==> src/rtl/irq_pkg.sv <==
// Shared types and helpers for the interrupt controller: FSM state encoding,
// the source-count ceiling and the id-width function.
package irq_pkg;

   typedef enum logic [1:0] {
      IDLE    = 2'd0,
      REQ     = 2'd1,
      SERVICE = 2'd2
   } irq_state_e;

   localparam int MAX_IRQ = 32;

   // Width of an index into n sources, never narrower than one bit.
   function automatic int clog2_min1(input int n);
      return (n <= 2) ? 1 : $clog2(n);
   endfunction

endpackage

==> src/rtl/prio_enc_n.sv <==
// Combinational lowest-index-wins priority encoder with a valid flag;
// the N-input successor of the original 4-input encoder.
module prio_enc_n #(
   parameter int NUM_IRQ = 8,
   parameter int ID_W    = 3
) (
   input  logic [NUM_IRQ-1:0] req,
   output logic [ID_W-1:0]    id,
   output logic               valid
);

   always_comb begin
      // NOTE: every output gets a default before the loop so no latch is inferred.
      id    = '0;
      valid = 1'b0;
      // Walk from the top down so the lowest set index is written last and wins.
      for (int i = NUM_IRQ - 1; i >= 0; i--) begin
         if (req[i]) begin
            id    = ID_W'(i);
            valid = 1'b1;
         end
      end
   end

endmodule

==> src/rtl/irq_controller.sv <==
// Masked, latched interrupt controller presenting one request at a time to the CPU.
// Define IRQ_EDGE_DETECT_EN for rising-edge capture; level capture otherwise.
module irq_controller
   import irq_pkg::*;
#(
   parameter  int NUM_IRQ = 8,
   localparam int ID_W    = clog2_min1(NUM_IRQ)
) (
   input  logic               clk,
   input  logic               rst,
   input  logic [NUM_IRQ-1:0] interrupts,
   input  logic               mask_we,
   input  logic [NUM_IRQ-1:0] mask_in,
   input  logic               ack,
   input  logic               eoi,
   output logic [ID_W-1:0]    y,
   output logic               IRQ,
   output logic               in_service,
   output logic [NUM_IRQ-1:0] pending_out
);

   irq_state_e         state_q, state_d;
   logic [NUM_IRQ-1:0] pending_q, mask_q, capture, clear, eligible;
   logic [ID_W-1:0]    y_q, sel_id;
   logic               sel_valid;

`ifdef IRQ_EDGE_DETECT_EN
   logic [NUM_IRQ-1:0] irq_q;

   always_ff @(posedge clk) begin
      if (rst) irq_q <= '0;
      else     irq_q <= interrupts;
   end

   assign capture = interrupts & ~irq_q;
`else
   assign capture = interrupts;
`endif

   assign eligible = pending_q & ~mask_q;

   prio_enc_n #(
      .NUM_IRQ (NUM_IRQ),
      .ID_W    (ID_W)
   ) u_prio_enc (
      .req   (eligible),
      .id    (sel_id),
      .valid (sel_valid)
   );

   always_comb begin
      clear = '0;
      if (state_q == REQ && ack) clear[y_q] = 1'b1;
   end

   // Capture is OR-ed in after the clear so a same-cycle set wins.
   always_ff @(posedge clk) begin
      // NOTE: sequential state uses non-blocking assignment so every register samples pre-edge values.
      if (rst) begin
         pending_q <= '0;
         mask_q    <= '0;
         y_q       <= '0;
      end else begin
         pending_q <= (pending_q & ~clear) | capture;
         if (mask_we) mask_q <= mask_in;
         if (state_q == IDLE && sel_valid) y_q <= sel_id;
      end
   end

   always_ff @(posedge clk) begin
      if (rst) state_q <= IDLE;
      else     state_q <= state_d;
   end

   always_comb begin
      state_d = state_q;
      unique case (state_q)
         IDLE:    if (sel_valid) state_d = REQ;
         REQ:     if (ack)       state_d = SERVICE;
         SERVICE: if (eoi)       state_d = IDLE;
         default:                state_d = IDLE;
      endcase
   end

   always_comb begin
      IRQ        = (state_q == REQ);
      in_service = (state_q == SERVICE);
   end

   assign y           = y_q;
   assign pending_out = pending_q;

endmodule

==> config.mk <==
export PLATFORM = sky130hd
export DESIGN_NAME = irq_controller
export DESIGN_NICKNAME = d
export VERILOG_FILES = /design/src/rtl/irq_pkg.sv /design/src/rtl/prio_enc_n.sv /design/src/rtl/irq_controller.sv
export SDC_FILE = /design/constraint.sdc
export NUM_CORES = 1
export LEC_CHECK = 0
export CORE_MARGIN = 1.5
export CORE_UTILIZATION = 44
export DETAILED_ROUTE_END_ITERATION = 10
export GPL_TIMING_DRIVEN = 1
export PLACE_DENSITY = 0.89
export SLEW_MARGIN = 20
export SYNTH_ARGS = -nofsm -noshare
export SYNTH_HDL_FRONTEND = slang
export SYNTH_HIERARCHICAL = 1
export SYNTH_SLANG_ARGS = --single-unit
==> constraint.sdc <==
create_clock -name clk -period 1.5 [get_ports clk]
set_input_delay 0.225 -clock clk [delete_from_list [all_inputs] [get_ports clk]]
set_output_delay 0.225 -clock clk [all_outputs]
set_load 0.05 [all_outputs]
==> results.yml, run 1 <==
pwr:
  power.internal_mw: 0.920
  power_mw: 1.38
  comb_power_share: 0.319
  swShare: 0.331
  pwr-share-clk: 0.197
  p_leak_nw: 0.599
  ir_drop_mv: 0.666
  seq_power_share: 0.484
  power.switching_mw: 0.456
  power_density_nw_per_um2: 952
timing:
  tns_ps: 0
  fin_worst_skew_ps: 2.40
  period_share: 0.952
  tightest_slew_ps: 419
  finalSetupViolCount: 0
  min_period_ps: 1430
  slew_violations: 0
  fmax_mhz: 700
  rsz0062_at_grt: "no"
  hold_viol_final: 0
  fin_hold_ws_ps: 512
  maxSlewHeadroom: 0.720
clock_network:
  cts_buffers: 3
  cts_tree: "done"
  clockBufferDepth: 2
  clkLatencyLatePin_ps: 310
  cts-root-buf: "clkbuf_4"
  cts_setup_buffers: 0
  cts-htree-levels: 1
  clock_sinks: 21
  clk_pin_slew_ps: 110
worst_setup_path:
  cp.arrival_ps: 1630
  crit_slowest_cell: "nor4_2"
  ff2ff_setup_slack_ps: 70
  criticalPathCategory: "register to register"
  crit_fanout: 3
  end_kind: "register"
  crit_required_ps: 1700
  crit-reg2reg-launch: "pending_out[5]"
  worstSetupStartpointType: "register"
  reg2reg_depth: 5
  worstPathCellList: "nor2b_2, nor4_2, nand2_1, nor3b_4, mux2i_1"
  slowest_delay_ps: 360
  r2r-end: "y[0]"
detailed_routing:
  wl_met3_um: 133
  final_antenna_net_count: 0
  drt-met1-wl_um: 1110
  via_count: 909
  wl_met2_um: 1230
  routedWlPerCell_um: 14.8
  drc: 0
  dr.first_iter.drc_count: 23
  drtPass1Iterations: 4
  wl_um: 2510
  topRoutingLayerUsed: "met4"
  routed_via_density: 5.38
placed_design:
  gp_congestion: 0.803
  io_buffers: 33
  hpwl_um: 1900
grt:
  grt_use_total: 0.208
  grt_pass1_vias: 856
  grt_pass1_wl_um: 3930
  antenna_found_initial: 0
  grt_overflow_total: 0
  grt_max_degree: 13
synthesis:
  synthCells: 105
  synthFlopType: "dfxtp_1"
  synth.distinct_cells: 23
  synth_warnings: 6
  syn_area_per_cell_um2: 9.33
  yosysMostFrequentCell: "dfxtp_1"
  syn-num-nets: 126
  synth_edf_count: 0
  synth_seq_area_share: 0.429
  synthArstFlopShare: 0
  synthTopCellsByArea: "dfxtp_1 43%, mux2i_1 11%, a211oi_1 7.7%, nor2b_1 7.7%, nor2_1 6.9%"
  synth_top_area_frac: 0.429
  synth_top_area_cell: "dfxtp_1"
  yosys_register_bits: 21
  synthesis.area_um2: 980
  synthTopCellsByCount: "21 x dfxtp_1, 18 x nor2_1, 12 x nor2b_1"
status:
  outcome: "completed"
die:
  ioPinCount: 34
  die_area_um2: 2520
  rows: 16
  die_x_um: 50.2
  fp.coreArea_um2: 2020
  die_y_um: 50.2
  start_util: 0.485
min_path:
  hold_depth: 3
  hold_class: "input port to register"
  hold_path_end: "pending_out[4]"
  holdCritStartpoint: "interrupts[4]"
finish:
  fin_nets: 164
  area_growth_pct: 47.6
  diodes: 0
  drive_gt1_frac: 0.268
  fillers: 156
flow_run:
  drv_cap: 0
[layout by cell type, fill, tap and decap left out, types with 2 or more instances in the layout]
cell type | synthesis | layout
clkbuf_4 | 0 | 3
nor3_1 | 2 | 2
buf_12 | 0 | 5
nand2b_1 | 8 | 8
a211oi_1 | 10 | 10
nor2_1 | 18 | 18
nor4_2 | 1 | 2
clkdlybuf4s50_1 | 0 | 20
a21oi_1 | 2 | 2
nor2b_1 | 12 | 7
dfxtp_2 | 0 | 10
buf_4 | 0 | 11
nor2b_2 | 0 | 5
dfxtp_1 | 21 | 11
and3b_1 | 2 | 2
mux2i_1 | 11 | 11
nor3b_1 | 4 | 4
[sequential cells by signal, indices dropped and copies added (netlist names)]
signal       cells
state_q          2
y                3
pending_out      8
mask_q           8
[layout make-up]
cell class | instances | area, um^2 | area share
inverters | 1 | 3.75 | 0.00260
clock inverters | 1 | 5.00 | 0.00346
well taps | 27 | 33.8 | 0.0234
flip-flops and latches | 21 | 433 | 0.299
multi-input cells | 80 | 566 | 0.391
clock buffers | 3 | 22.5 | 0.0156
repair buffers | 36 | 383 | 0.265
[timing repair]
item	in CTS	in global routing
hold endpoints to repair	0	0
hold buffers	0	0
endpoints found under the setup margin	0	5
resized for setup	0	9
[metrics by stage]
step / util / std cells / area (um^2) / setup slack [ps]
after floorplan: - / 105 / 990 / 31.9
after global placement: 0.688 / 165 / 1390 / 145
after detailed placement: 0.688 / 165 / 1390 / 48.9
after CTS: 0.702 / 169 / 1420 / 5.92
after global routing: 0.715 / 169 / 1450 / 3.33
final: 0.715 / 169 / 1450 / 71.6
[how the worst max path moves through the flow]
| stage | endpoint | slack, ps | start | depth (start not counted) |
|---|---|---|---|---|
| 2_1_floorplan | y[0] | 30 | pending_out[2] | 5 |
| 3_3_place_gp | y[1] | 150 | pending_out[5] | 5 |
| 3_5_place_dp | y[0] | 50 | pending_out[0] | 5 |
| 4_1_cts | y[0] | 6 | pending_out[0] | 5 |
| 5_1_grt | y[1] | 3 | pending_out[5] | 5 |
| 6_report | y[0] | 70 | pending_out[5] | 5 |
[cells by family after synthesis]
| logic type | Yosys count | synth area share |
|---|---|---|
| AND/OR/NAND/NOR | 54 | 0.331 |
| multiplexers | 11 | 0.112 |
| flip-flops | 21 | 0.429 |
| AO/OA/AOI/OAI | 15 | 0.109 |
| buffers and inverters | 4 | 0.0191 |
[power by group through the flow]
stage / Combinational [mW] / Sequential (mW) / Clock, mW
finish: 0.439 / 0.666 / 0.271
global route: 0.461 / 0.675 / 0.308
CTS: 0.430 / 0.661 / 0.280
floorplan: 0.163 / 0.743 / 0
global placement: 0.416 / 0.672 / 0
detailed placement: 0.428 / 0.674 / 0
[metal layers]
metal	GRT usage	vias up
li1	-	444
met1	0.250	428
met2	0.351	30
met5	0	-
met3	0.0655	7
met4	0.0648	0
[critical path, delay by kind of cell (launching register included)]
| family | cells | cell delay [ps] |
|---|---|---|
| muxes | 1 | 120 |
| and+or+nand+nor | 4 | 860 |
| DFF | 1 | 340 |
Power figures use the tool's default switching activity.
==> run 2, diff against run 1 <==
--- a/config.mk
+++ b/config.mk
@@ -10,6 +10,7 @@
 export DETAILED_ROUTE_END_ITERATION = 10
 export GPL_TIMING_DRIVEN = 1
 export PLACE_DENSITY = 0.89
+export RECOVER_POWER = 25
 export SLEW_MARGIN = 20
 export SYNTH_ARGS = -nofsm -noshare
 export SYNTH_HDL_FRONTEND = slang
==> results.yml, run 2 (synthesis gave the netlist of run 1 again) <==
timing:
  period_share: 0.951
  finalSetupViolCount: 0
  maxSlewHeadroom: 0.700
  fin_worst_skew_ps: 2.04
  hold_viol_final: 0
  tns_ps: 0
  min_period_ps: 1430
  tightest_slew_ps: 450
  slew_violations: 0
  fin_hold_ws_ps: 513
  rsz0062_at_grt: "no"
  fmax_mhz: 701
detailed_routing:
  drtPass1Iterations: 4
  dr.first_iter.drc_count: 23
  routedWlPerCell_um: 14.8
  drc: 0
  via_count: 891
  wl_um: 2500
  routed_via_density: 5.27
  final_antenna_net_count: 0
finish:
  fin_util: 0.712
  area_growth_pct: 46.9
  fin_cells: 169
  most-common-layout-cells: "19 x clkdlybuf4s50_1, 18 x nor2_1, 11 x mux2i_1, 11 x dfxtp_1"
  drive_gt1_frac: 0.254
  final_common_cell: "clkdlybuf4s50_1"
  diodes: 0
  fin_nets: 164
grt:
  grt_overflow_total: 0
  grt_use_total: 0.208
  grt_pass1_wl_um: 3930
  grt_pass1_vias: 856
  grt_max_degree: 13
  antenna_found_initial: 0
worst_setup_path:
  worstSetupStartpointType: "register"
  criticalPathCategory: "register to register"
  cp.arrival_ps: 1620
  end_kind: "register"
  crit-reg2reg-launch: "pending_out[5]"
  crit_fanout: 3
  cp-startpoint: "pending_out[5]"
  crit_required_ps: 1700
placed_design:
  gp_congestion: 0.803
  hpwl_um: 1900
  io_buffers: 33
  placed_cells: 165
die:
  ioPinCount: 34
  start_util: 0.485
  die_x_um: 50.2
  die_y_um: 50.2
  rows: 16
  fp.coreArea_um2: 2020
  die_area_um2: 2520
clock_network:
  cts-htree-levels: 1
  clockBufferDepth: 2
  clkLatencyLatePin_ps: 310
  cts_tree: "done"
  clk_pin_slew_ps: 110
  cts_buffers: 3
  cts-root-buf: "clkbuf_4"
  clock_sinks: 21
pwr:
  power_density_nw_per_um2: 953
  power.switching_mw: 0.454
  p_leak_nw: 0.592
  swShare: 0.331
  seq_power_share: 0.486
  comb_power_share: 0.318
  power.internal_mw: 0.917
  pwr-share-clk: 0.197
  power_mw: 1.37
  ir_drop_mv: 0.662
min_path:
  holdCritStartpoint: "interrupts[4]"
  hold_class: "input port to register"
flow_run:
  drv_cap: 0
status:
  outcome: "completed"
## run 2: cell types whose count changed in the layout (fill, tap and decap cells not counted), sizes merged
cell / change
dlygate4sd3: +1
clkbuf: +2
clkdlybuf4s50: -1
buf: -2
## run 2: what timing repair did
item                                    4_1_cts  5_1_grt
buffers inserted                              0        0
gates resized for setup                       0        9
hold buffers                                  0        0
endpoints found under the setup margin        0        5
## run 2: power by group through the flow
stage	Clock, mW	Combinational (mW)	Sequential (mW)
after floorplan	0	0.163	0.743
after global placement	0	0.416	0.672
after detailed placement	0	0.428	0.674
after CTS	0.280	0.430	0.661
after global routing	0.308	0.458	0.675
final	0.270	0.436	0.666
## run 2: worst max-delay path, stage by stage, from the launching register on
cell     delay [ps]
dfxtp_2         340
nor2b_2         160
nor4_2          350
nand2_1         140
nor3b_4         200
mux2i_1         120
## run 2: path summary, 6_finish.rpt
path                                  endpoint  slack, ps  cells after the start
worst min register to register  pending_out[7]        520                      2
worst min-delay path            pending_out[4]        510                      3
worst max-delay path                      y[0]         70                      5
worst max register to register            y[0]         70                      5
## run 2: cell type report
type | count | area, um^2
fillers | 159 | 583
multi-input cells | 80 | 566
flip-flops and latches | 21 | 433
repair buffers | 36 | 375
well taps | 27 | 33.8
clock buffers | 3 | 22.5
clock inverters | 1 | 5.00
inverters | 1 | 3.75
## run 2: per-layer routing
metal  routed length, um  global-route usage  vias up
li1                    -                   -      446
met1                1110               0.250      414
met2                1240               0.351       24
met3                 117              0.0655        7
met4                  38              0.0648        0
met5                   0                   0        -
## run 2: metrics by stage
| step | area [um^2] | worst slack (ps) |
|---|---|---|
| floorplan | 990 | 31.9 |
| global placement | 1390 | 145 |
| detailed placement | 1390 | 48.9 |
| CTS | 1420 | 5.92 |
| global route | 1440 | 3.33 |
| finish | 1440 | 73.5 |
